$ cat src/rtl/combo_pkg.sv
// Shared types and constants for the combination dialer.
// One-hot digit encodings, FSM states and BCD helpers.
package combo_pkg;

    localparam int PART_W      = 14;
    localparam int NUM_PARTS   = 3;
    localparam int NUM_LANES   = 4;
    localparam int CONV_CYCLES = 14;

    localparam logic [PART_W-1:0] MAX_PART = 14'd9999;

    typedef logic [9:0] digit_t;

    localparam digit_t C0 = 10'b00_0000_0001;
    localparam digit_t C1 = 10'b00_0000_0010;
    localparam digit_t C2 = 10'b00_0000_0100;
    localparam digit_t C3 = 10'b00_0000_1000;
    localparam digit_t C4 = 10'b00_0001_0000;
    localparam digit_t C5 = 10'b00_0010_0000;
    localparam digit_t C6 = 10'b00_0100_0000;
    localparam digit_t C7 = 10'b00_1000_0000;
    localparam digit_t C8 = 10'b01_0000_0000;
    localparam digit_t C9 = 10'b10_0000_0000;

    typedef enum logic [2:0] {
        IDLE,
        CONVERT,
        SEND2,
        SEND1,
        SEND0,
        WAIT,
        FINISH
    } state_t;

    function automatic digit_t bcd_to_onehot(input logic [3:0] d);
        digit_t r;
        r = C0;
        if (d <= 4'd9) begin
            r = 10'd1 << d;
        end
        return r;
    endfunction

    // Shift-add-3 correction applied to each nibble before a shift.
    function automatic logic [15:0] bcd_adjust(input logic [15:0] b);
        logic [15:0] r;
        r = b;
        for (int i = 0; i < 4; i++) begin
            if (b[i*4 +: 4] >= 4'd5) begin
                r[i*4 +: 4] = b[i*4 +: 4] + 4'd3;
            end
        end
        return r;
    endfunction

endpackage

$ cat src/rtl/combo_dialer_bin2bcd14.sv
// Serial 14-bit binary to 4-digit BCD converter (shift-add-3).
// The first shift happens on the load edge, so done pulses 14 cycles later.
module bin2bcd14
    import combo_pkg::*;
(
    input  logic             clk,
    input  logic             rst,
    input  logic             start,
    input  logic [13:0]      bin,
    output logic [3:0][3:0]  bcd,
    output logic             done
);

    logic [13:0] sr_q, sr_d;
    logic [15:0] bcd_q, bcd_d;
    logic [3:0]  cnt_q, cnt_d;
    logic        busy_q, busy_d;
    logic        done_q, done_d;
    logic [15:0] adj;

    always_comb begin
        sr_d   = sr_q;
        bcd_d  = bcd_q;
        cnt_d  = cnt_q;
        busy_d = busy_q;
        done_d = 1'b0;
        adj    = bcd_adjust(bcd_q);
        if (start) begin
            bcd_d  = {15'd0, bin[13]};
            sr_d   = {bin[12:0], 1'b0};
            cnt_d  = 4'd1;
            busy_d = 1'b1;
        end else if (busy_q) begin
            bcd_d = {adj[14:0], sr_q[13]};
            sr_d  = {sr_q[12:0], 1'b0};
            cnt_d = cnt_q + 4'd1;
            if (cnt_q == 4'(CONV_CYCLES - 1)) begin
                busy_d = 1'b0;
                done_d = 1'b1;
            end
        end
    end

    always_ff @(posedge clk or posedge rst) begin
        if (rst) begin
            sr_q   <= '0;
            bcd_q  <= '0;
            cnt_q  <= '0;
            busy_q <= 1'b0;
            done_q <= 1'b0;
        end else begin
            sr_q   <= sr_d;
            bcd_q  <= bcd_d;
            cnt_q  <= cnt_d;
            busy_q <= busy_d;
            done_q <= done_d;
        end
    end

    assign bcd  = bcd_q;
    assign done = done_q;

endmodule

$ cat src/rtl/combo_dialer.sv
// Dials a three-part decimal combination onto one-hot digit lanes
// and waits a bounded number of cycles for the lock to report open.
module combo_dialer
    import combo_pkg::*;
#(
    parameter int TIMEOUT = 4
) (
    input  logic              clk,
    input  logic              rst,
    input  logic              start,
    input  logic [2:0][13:0]  part,
    input  logic              open,
    output logic [3:0][9:0]   digits,
    output logic              ready,
    output logic              done,
    output logic              success,
    output logic              err
);

    localparam digit_t [3:0] ALL_C0 = {C0, C0, C0, C0};

    state_t          state_q, state_d;
    logic [3:0]      wcnt_q, wcnt_d;
    logic [3:0][9:0] digits_q, digits_d;
    logic            ready_q, ready_d;
    logic            done_q, done_d;
    logic            success_q, success_d;
    logic            err_q, err_d;

    logic [2:0][3:0][3:0] bcd;
    logic [2:0]           cdone;
    logic                 in_range;
    logic                 conv_go;

    always_comb begin
        in_range = 1'b1;
        for (int i = 0; i < NUM_PARTS; i++) begin
            if (part[i] > MAX_PART) begin
                in_range = 1'b0;
            end
        end
    end

    assign conv_go = (state_q == IDLE) && start && in_range;

    // The converters' shift registers are the captured copy of part.
    for (genvar g = 0; g < NUM_PARTS; g++) begin : g_conv
        bin2bcd14 u_conv (
            .clk   (clk),
            .rst   (rst),
            .start (conv_go),
            .bin   (part[g]),
            .bcd   (bcd[g]),
            .done  (cdone[g])
        );
    end

    always_comb begin
        state_d   = state_q;
        wcnt_d    = wcnt_q;
        done_d    = 1'b0;
        success_d = 1'b0;
        err_d     = 1'b0;
        unique case (state_q)
            IDLE: begin
                if (start) begin
                    if (in_range) begin
                        state_d = CONVERT;
                    end else begin
                        err_d = 1'b1;
                    end
                end
            end
            CONVERT: begin
                if (&cdone) begin
                    state_d = SEND2;
                end
            end
            SEND2: state_d = SEND1;
            SEND1: state_d = SEND0;
            SEND0: begin
                state_d = WAIT;
                wcnt_d  = '0;
            end
            WAIT: begin
                if (open) begin
                    state_d   = FINISH;
                    done_d    = 1'b1;
                    success_d = 1'b1;
                end else if (wcnt_q == 4'(TIMEOUT - 1)) begin
                    state_d = FINISH;
                    done_d  = 1'b1;
                end else begin
                    wcnt_d = wcnt_q + 4'd1;
                end
            end
            FINISH: state_d = IDLE;
            default: state_d = IDLE;
        endcase
        ready_d = (state_d == IDLE);
    end

    always_comb begin
        digits_d = ALL_C0;
        for (int j = 0; j < NUM_LANES; j++) begin
            unique case (state_d)
                SEND2:   digits_d[j] = bcd_to_onehot(bcd[2][j]);
                SEND1:   digits_d[j] = bcd_to_onehot(bcd[1][j]);
                SEND0:   digits_d[j] = bcd_to_onehot(bcd[0][j]);
                default: digits_d[j] = C0;
            endcase
        end
    end

    always_ff @(posedge clk or posedge rst) begin
        if (rst) begin
            state_q   <= IDLE;
            wcnt_q    <= '0;
            digits_q  <= ALL_C0;
            ready_q   <= 1'b1;
            done_q    <= 1'b0;
            success_q <= 1'b0;
            err_q     <= 1'b0;
        end else begin
            state_q   <= state_d;
            wcnt_q    <= wcnt_d;
            digits_q  <= digits_d;
            ready_q   <= ready_d;
            done_q    <= done_d;
            success_q <= success_d;
            err_q     <= err_d;
        end
    end

    assign digits  = digits_q;
    assign ready   = ready_q;
    assign done    = done_q;
    assign success = success_q;
    assign err     = err_q;

endmodule

$ cat config.mk
export PLATFORM = sky130hd
export DESIGN_NAME = combo_dialer
export DESIGN_NICKNAME = d
export VERILOG_FILES = /design/src/rtl/combo_pkg.sv /design/src/rtl/combo_dialer_bin2bcd14.sv /design/src/rtl/combo_dialer.sv
export SDC_FILE = /design/constraint.sdc
export NUM_CORES = 1
export LEC_CHECK = 0
export BUFFER_PORTS_ARGS = -buffer_cell sky130_fd_sc_hd__buf_2
export CAP_MARGIN = 10
export CORE_UTILIZATION = 45
export DETAILED_ROUTE_END_ITERATION = 10
export PLACE_DENSITY = 0.66
export SLEW_MARGIN = 20
export SYNTH_ARGS = -nofsm -noshare
export SYNTH_HDL_FRONTEND = slang
export SYNTH_SLANG_ARGS = --single-unit
$ cat constraint.sdc
create_clock -name clk -period 4.52 [get_ports clk]
set_input_delay 0.452 -clock clk [delete_from_list [all_inputs] [get_ports clk]]
set_output_delay 0.452 -clock clk [all_outputs]
set_load 0.02 [all_outputs]
==> metrics.txt, run 1 <==
status=finished clean; DR WL met3=829 µm; Top delay family on crit path=simple AND/OR/NAND/NOR gates; final net count=1084; initial antenna violation count=0; Synth Net Count=1025; CP arrival=2960 ps; PortBufs=89; TritonRoute pass-1 iters=9; Worst Clk Skew=8.42 ps; DRT Wirelength=18.2 mm; Area Growth Syn to Fin=14.1%; Initial Util=0.464; post-layout min period=2680 ps; CTS tree=done; GRT overflow=0; Detailed Place HPWL=12.3 mm; CORE AREA=18900 µm²; Highest Signal Layer=met4; TritonCTS Buffers=17; Max-slew headroom=0.344; ys flop type=dfrtp_1; vias=6642; Post-synth top cells=dfrtp_1, nand2_1, o21ai_0, ha_1, mux2i_1; Req. time, crit path=4800 ps; Post-synth ARST share=1.00; synth top area cells=dfrtp_1, ha_1, mux2i_1, nand2_1, o21ai_0; Finish-stage setup viols=0; DP Area=9330 µm²; Max-Cap Viols=0; IO Count=90; EDFF count, synth=0; Leak=4.81 nW; Root Driver=clkbuf_16; share of cells above drive strength 1=0.136; Mapped Area=8760 µm²; Largest stage delay, worst path=660 ps; Hold Crit Class=in -> async; Cell Rows=50; Die W=142 µm; post_cts resized=0; die area=20000 µm²; Clock Tree Buf Depth=2; worst-path cell chain=nor3_1 > nand2_1 > a2111oi_4 > buf_4 > o21ai_0; sequential area share after synthesis=0.446; GRT Util Overall=0.195; worst skew pair latency=430 ps; number of antenna diodes=0; final worst path period share=0.593; CTS H-tree lvls=4; Reg2Reg Capture Point=g_conv[1].u_conv.bcd[0]; Slew @ Worst Pin=984 ps; Via density=5.34; RePlAce Congestion=0.821; crit-path max FO=62; post-route ant nets=0; Die Y=142 µm; synth warn=0; VDD IR-drop max=0.304 mV; global-route wire length before repair=31.1 mm; fillers=1765; Hold Fails Final Rpt=0; post-synthesis area per instance=9.60 µm²; fin util=0.529; area leader, netlist=dfrtp_1; Distinct cells, synth=52; CTS clock-pin slew for the worst setup and hold paths=60 ps; vias in the first global route=6308; worst reg2reg path startpoint=state_q[0]; Setup CP Type=reg -> reg; FF-to-FF setup slack=1840 ps; CP Buf/Inv Count=1; routed length on met1=8.59 mm; # Post-CTS Setup Buffers=0; most common cell in the netlist=dfrtp_1; final setup TNS=0 ps; met2 wire len=8.39 mm; Iteration-0 DRC Markers=458; Post-CTS Hold Buffers=0; clock sinks=156; Wirelength per Cell=14.6 µm; Power Density=658 nW/µm²; unrepaired setup endpoints after global routing=false; largest net degree at the start of global routing=157; Slew Viols, Final=0; critical path's slowest cell=dfrtp_1; Mapped Cells=912; Synth Register Bits=156; DRC viols=0; Critical Path Sink Type=register; design area=9990 µm²; worst r2r path cells=5; Yosys top cell area share=0.431; Setup crit start kind=register; fmax=373 MHz
[metal layers]
| layer | GRT usage | vias to the layer above |
|---|---|---|
| met5 | 0 | - |
| li1 | - | 3302 |
| met1 | 0.265 | 3116 |
| met3 | 0.0385 | 32 |
| met4 | 0.0787 | 0 |
| met2 | 0.305 | 192 |
[through the flow]
stage | worst slack [ps] | hold slack, ps | total power, W | instances
final | 1840 | 225 | 0.00657 | 1244
after global routing | 1600 | 231 | 0.00711 | 1244
after global placement | 1940 | 509 | 0.00493 | 1212
after CTS | 1860 | 214 | 0.00661 | 1244
after floorplan | 2100 | 476 | 0.00442 | 912
after detailed placement | 1850 | 525 | 0.00500 | 1212
[kinds of logic (layout without fill, tap and decap cells)]
logic type / Yosys count / count (layout) / share of synthesized area
buffers and inverters: 108 / 180 / 0.0539
AO/OA/AOI/OAI: 206 / 206 / 0.151
multiplexers: 56 / 56 / 0.0640
AND/OR/NAND/NOR: 289 / 289 / 0.159
adder cells (fa/ha/maj): 67 / 67 / 0.0957
XOR/XNOR: 30 / 30 / 0.0300
flip-flops: 156 / 156 / 0.446
[registers in the layout, indices dropped and copies added (netlist names), 3 cells and up]
signal	count
g_conv.u_conv.bcd	48
digits	40
g_conv.u_conv.sr_q	39
g_conv.u_conv.cnt_q	12
wcnt_q	4
g_conv.u_conv.busy_q	3
g_conv.u_conv.done	3
state_q	3
[final cells by class]
cell class	instances	area, µm²	share of cell area
Clock inverter	10	186	0.0187
Tap cell	260	325	0.0326
Multi-Input combinational cell	648	4380	0.438
Timing Repair Buffer	95	515	0.0516
Inverter	53	203	0.0203
Sequential cell	156	3910	0.391
Clock buffer	22	474	0.0475
[cell usage in the layout (no fill, tap or decap), types with 33 or more instances in the layout]
cell type	instances
a21oi_1	48
inv_1	52
nor2_1	54
nand2b_1	33
o21ai_0	72
ha_1	67
nand2_1	104
nand3_1	36
mux2i_1	56
dfrtp_1	150
buf_2	89
[tightest hold or removal path, cell delays in order]
cell and delay (ps):
buf_2 110, clkinvlp_4 70, buf_12 540
[how the worst max path moves through the flow]
stage	from	to	slack (ps)	cells past startpoint
global placement	state_q[0]	g_conv[1].u_conv.bcd[0]	1940	5
finish	state_q[0]	g_conv[1].u_conv.bcd[0]	1840	5
detailed placement	state_q[0]	g_conv[2].u_conv.sr_q[2]	1850	5
floorplan	rst	digits[11]	2100	1
CTS	state_q[0]	g_conv[2].u_conv.sr_q[2]	1860	5
global route	state_q[0]	g_conv[1].u_conv.bcd[0]	1600	5
[power breakdown]
group	total (W)	internal, W	switching (W)
registers	0.00254	0.00186	0.000676
clock network	0.00159	0.00102	0.000564
logic	0.00245	0.00114	0.00131
Power figures use the tool's default switching activity.
==> run 2, diff against run 1 <==
Clock period 4.52 ns to 2.4 ns, I/O delays scaled along.
==> run 2 against run 1 <==
Effect of this change: sequential power grew 81%; maximum frequency grew 27%; sequential share of layout area shrank 0.43 points; critical path type unchanged; combinational power grew 100%; utilization grew 0.58 points; via count grew 1.4%.
==> metrics.txt, run 2 (synthesis gave the netlist of run 1 again) <==
Largest register FFs=48 (unchanged); CTS H-tree lvls=4 (unchanged); Sw Pwr=0.00486 W (+91%); most frequent cells in the layout=dfrtp_1, nand2_1, buf_2, o21ai_0, ha_1; Root Driver=clkbuf_16; Via density=5.35 (+0.27%); fmax=473 MHz (+27%); initial antenna violation count=0 (unchanged); clock power share=0.225 (-0.017); status=finished clean; GRT Util Overall=0.201 (+0.00596); share of cells above drive strength 1=0.150 (+0.0141); Die W=142 µm (unchanged); Power Density=1210 nW/µm² (+84%); worst skew pair latency=420 ps (about the same); global-route wire length before repair=31.8 mm (+2.3%); Setup crit end=digits[10]; worst-path cell chain=or4b_1 > buf_4 > o311ai_0; final worst path period share=0.881 (+0.288); GRT overflow=0 (unchanged); CTS tree=done; commonest non-fill, non-tap cell in the layout=dfrtp_1; Setup CP Type=reg -> reg; Hold Crit Class=in -> reg; Critical Path Sink Type=register; crit path from=state_q[1]; Slew Viols, Final=0 (unchanged); fin util=0.535 (+0.00583); Cell Rows=50 (unchanged); Detailed Place HPWL=13.2 mm (+7.5%); TritonRoute pass-1 iters=7 (-2); IO Count=90 (unchanged); Iteration-0 DRC Markers=388 (-15%); largest net degree at the start of global routing=81 (-48%); Max-Cap Viols=0 (unchanged); vias=6735 (+1.4%); Finish-stage setup viols=0 (unchanged); # Post-CTS Setup Buffers=0 (unchanged); Wirelength per Cell=14.8 µm (+1.0%); FF-to-FF setup slack=280 ps (-1550 ps); Slew @ Worst Pin=811 ps (-173 ps); number of antenna diodes=0 (unchanged); clock sinks=156 (unchanged); DRT Wirelength=18.6 mm (+2.2%); worst reg2reg path startpoint=state_q[1]; final setup TNS=0 ps (unchanged); CP Buf/Inv Count=1 (unchanged); CORE AREA=18900 µm² (unchanged); Leak=4.86 nW (+1.1%); die area=20000 µm² (unchanged); power share of the sequential group=0.375 (-0.011); final net count=1098 (+1.3%); TritonCTS Buffers=17 (unchanged); Max-slew headroom=0.453 (+0.109); Hold Fails Final Rpt=0 (unchanged); RePlAce Congestion=0.843 (+2.7%); post-route ant nets=0 (unchanged); switching share of power=0.397 (+0.00882); CP arrival=2360 ps (-600 ps); Area Growth Syn to Fin=15.3%; VDD IR-drop max=0.595 mV (+96%); worst slack, placed=157 ps (-1700 ps); unrepaired setup endpoints after global routing=false; vias in the first global route=6260 (-0.76%); combinational share of power=0.400 (+0.028); Largest stage delay, worst path=740 ps (+80 ps); critical path's slowest cell=o311ai_0; Die Y=142 µm (unchanged); storage element area=3910 µm² (unchanged); CTS clock-pin slew for the worst setup and hold paths=60 ps (about the same); Top delay family on crit path=compound AO/OA/AOI/OAI gates; multi-input logic area=4380 µm² (+0.11%); DRC viols=0 (unchanged); Cell Int Power=0.00739 W (+84%); fillers=1748 (-0.96%); WHS Path Cells=3; Clock Tree Buf Depth=2 (unchanged); final worst slack=285 ps (-1550 ps); post-layout min period=2120 ps (-567 ps); PortBufs=89 (unchanged); instance count on the critical path=3 (-2); worst r2r path cells=3 (-2); Reg2Reg Capture Point=digits[10]; Initial Util=0.464 (unchanged); Req. time, crit path=2650 ps (-2150 ps); Setup crit start kind=register; Worst Clk Skew=9.01 ps (+0.585 ps); crit-path max FO=14 (-77%)
[run 2: repair_timing]
action                                  in CTS  in global routing
hold buffers                                 1                  0
endpoints found under the setup margin       0                  1
endpoints found under the hold margin       13                  0
resized for setup                            0                  1
[run 2: through the flow]
stage	power, W	cell area (µm²)	hold WS, ps	instances
4_1_cts	0.0123	10100	1.22	1258
5_1_grt	0.0133	10100	11.6	1258
2_1_floorplan	0.00833	8760	357	912
3_3_place_gp	0.00937	9480	272	1225
6_report	0.0123	10100	13.5	1258
3_5_place_dp	0.00952	9480	269	1225
[run 2: layout make-up]
| cell class | count | area share |
|---|---|---|
| Clock inverter | 14 | 0.0167 |
| Clock buffer | 18 | 0.0435 |
| Timing Repair Buffer | 109 | 0.0666 |
| Inverter | 53 | 0.0201 |
| Sequential cell | 156 | 0.387 |
| Tap cell | 260 | 0.0322 |
| Multi-Input combinational cell | 648 | 0.434 |
[run 2: worst min path at each step]
stage | from | end
after detailed placement | rst | g_conv[0].u_conv.sr_q[12]
after CTS | part[31] | g_conv[2].u_conv.sr_q[4]
final | part[31] | g_conv[2].u_conv.sr_q[4]
after floorplan | part[9] | g_conv[0].u_conv.sr_q[10]
after global placement | rst | g_conv[0].u_conv.sr_q[11]
after global routing | part[31] | g_conv[2].u_conv.sr_q[4]
[run 2: worst register-to-register path, delay by kind of cell, from the launching register on]
| kind | cells | cell delay (ps) |
|---|---|---|
| AOI/OAI and AO/OA | 1 | 740 |
| DFF | 1 | 460 |
| buffers and inverters | 1 | 210 |
| and+or+nand+nor | 1 | 530 |
[run 2: power groups by stage]
| stage | clock, W | sequential, W | combinational (W) |
|---|---|---|---|
| 2_1_floorplan | 0 | 0.00415 | 0.00418 |
| 3_3_place_gp | 0 | 0.00459 | 0.00478 |
| 3_5_place_dp | 0 | 0.00462 | 0.00490 |
| 4_1_cts | 0.00281 | 0.00458 | 0.00495 |
| 5_1_grt | 0.00294 | 0.00477 | 0.00559 |
| 6_report | 0.00275 | 0.00459 | 0.00491 |
[run 2: per-layer routing]
layer	up-vias	routed length, µm	global-route usage
li1	3344	-	-
met1	3202	8820	0.275
met2	175	8840	0.326
met3	14	674	0.0334
met4	0	252	0.0617
met5	-	0	0
==> run 3, diff against run 2 <==
Settings changed: PLACE_DENSITY 0.66 to unset.
Clock period 2.4 ns to 2.03 ns, I/O delays scaled along.
==> run 3 against run 2 <==
Effect of this change: clock power rose by 23%; worst hold slack got worse by 3.5 ps; register-to-register slack worse by 210 ps; final area rose by 5.7%; critical path depth rose by 6; utilization grew 3.0 points; final cell count up 4.2%; clock skew barely moved; total power up 21%; clock-buffer cell count up 2; via count is 2.4% higher; highest routed layer unchanged; largest cell class unchanged.
==> metrics.txt, run 3 (synthesis gave the netlist of run 1 again) <==
vias=6897 (+2.4%); Worst Clk Skew=9.41 ps (+0.402 ps); CORE AREA=18900 µm² (unchanged); fmax=507 MHz; Finish-stage setup viols=0 (unchanged); Worst Hold End=g_conv[2].u_conv.sr_q[7]; final setup TNS=0 ps (unchanged); Max-Cap Viols=0 (unchanged); Power Density=1390 nW/µm² (+15%); final net count=1151 (+4.8%); IO Count=90 (unchanged); DR WL met3=628 µm (-6.8%); Max-slew headroom=0.616 (+0.163); Slew @ Worst Pin=576 ps (-234 ps); Area Growth Syn to Fin=21.9%; critical path's slowest cell=dlygate4sd3_1; fillers=1707 (-2.3%); met2 wire len=9.24 mm (+4.5%); Via density=5.26 (-1.7%); Setup CP Type=in -> reg; Hold Fails Final Rpt=0 (unchanged); largest net degree at the start of global routing=74 (-8.6%); CTS tree=done; worst skew pair latency=430 ps (about the same); post-layout min period=1970 ps; Req. time, crit path=2320 ps (-330 ps); Root Driver=clkbuf_16; TritonCTS Buffers=17 (unchanged); final worst path period share=0.972; # Post-CTS Setup Buffers=0 (unchanged); most frequent cells in the layout=dfrtp_1, nand2_1, buf_2, o21ai_0, ha_1; worst-path cell chain=dlygate4sd3_1 > buf_2 > nor4_2 > buf_4 > o211ai_1 > a2111oi_4 > buf_6 > buf_12 > nor3_1; Clock Tree Buf Depth=2 (unchanged); GRT Util Overall=0.210 (+0.00921); worst reg2reg path startpoint=state_q[1]; Largest register FFs=48 (unchanged); number of antenna diodes=0 (unchanged); multi-input logic area=4420 µm² (+0.89%); Reg2Reg Capture Point=digits[12]; Slew Viols, Final=0 (unchanged); Largest stage delay, worst path=530 ps (-210 ps); worst hold path startpoint=part[34]; cell total after placement=1244 (+1.6%); share of cells above drive strength 1=0.167 (+0.0162); VDD IR-drop max=0.663 mV (+11%); clock sinks=156 (unchanged); RePlAce Congestion=0.831 (-1.3%); Hold Crit Class=in -> reg; GRT overflow=0 (unchanged); WHS Path Cells=3 (unchanged); CTS H-tree lvls=4 (unchanged); Critical Path Sink Type=register; FF-to-FF setup slack=70 ps (-210 ps); DRC viols=0 (unchanged); Highest Signal Layer=met4; TritonRoute pass-1 iters=8 (+1); die area=20000 µm² (unchanged); Cell Rows=50 (unchanged); DRT Wirelength=19.7 mm (+6.2%); Wirelength per Cell=15.1 µm (+1.9%); hold slack=10.0 ps (-3.54 ps); Die W=142 µm (unchanged); Setup crit start kind=input port; Leak=5.13 nW (+5.6%); commonest non-fill, non-tap cell in the layout=dfrtp_1; Initial Util=0.464 (unchanged); Iteration-0 DRC Markers=392 (+1.0%); global-route wire length before repair=33.2 mm (+4.6%); Detailed Place HPWL=13.8 mm (+4.7%); Power, Total=0.0149 W (+21%); post-route ant nets=0 (unchanged); fin util=0.565 (+0.0304); status=finished clean; CTS clock-pin slew for the worst setup and hold paths=60 ps (about the same); vias in the first global route=6597 (+5.4%); routed length on met1=9.44 mm (+7.0%); crit-path max FO=32 (+18); fin cells=1311 (+4.2%); initial antenna violation count=0 (unchanged); CP arrival=2260 ps (-100 ps); worst r2r path cells=5 (+2); storage element area=3910 µm² (about the same); Die Y=142 µm (unchanged); PortBufs=89 (unchanged)
-- run 3: changes by cell type in the layout (fill, tap and decap cells not counted), sizes merged --
cell         delta
buf            +19
dlygate4sd3    +33
clkinvlp        -3
clkbuf          +3
bufinv          +1
-- run 3: layer usage --
metal / track usage / up-vias
met5: 0 / -
met4: 0.0770 / 0
met3: 0.0375 / 27
met2: 0.340 / 157
met1: 0.282 / 3280
li1: - / 3433
-- run 3: worst max path at each step --
stage                     startpoint                         to  cells past startpoint
after detailed placement  state_q[1]   g_conv[1].u_conv.sr_q[5]                      7
final                       part[18]      g_conv[0].u_conv.done                      9
after global routing        part[18]      g_conv[0].u_conv.done                      9
after floorplan                  rst                 digits[11]                      1
after global placement    state_q[1]      g_conv[0].u_conv.done                      7
after CTS                   part[18]  g_conv[1].u_conv.sr_q[10]                     10
-- run 3: layout make-up --
cell class / count / share of cell area
Inverter: 53 / 0.0190
Timing Repair Buffer: 162 / 0.112
Clock buffer: 20 / 0.0418
Sequential cell: 156 / 0.366
Clock inverter: 12 / 0.0158
Tap cell: 260 / 0.0305
Multi-Input combinational cell: 648 / 0.414
-- run 3: critical path: cells and delay by family --
family / cells / cell delay [ps]
AO/OA/AOI/OAI: 2 / 530
buffers and inverters: 5 / 1240
AND/OR/NAND/NOR: 2 / 270
-- run 3: timing repair --
action,4_1_cts,5_1_grt
gates resized for setup,1,8
endpoints found under the hold margin,140,0
endpoints found under the setup margin,98,54
pin swaps,0,0
hold buffers,34,0
cloned,0,1
-- run 3: through the flow --
stage	setup slack (ps)	cell area, µm²
after floorplan	-142	8760
after global placement	-41.0	9650
after detailed placement	-58.8	9650
after CTS	35.5	10600
after global routing	-2.75	10700
final	56.9	10700
-- run 3: power by group --
part	internal [W]	switching, W	leakage (nW)
sequential	0.00415	0.00128	2.02
clock	0.00208	0.00128	0.300
combinational	0.00278	0.00330	2.81
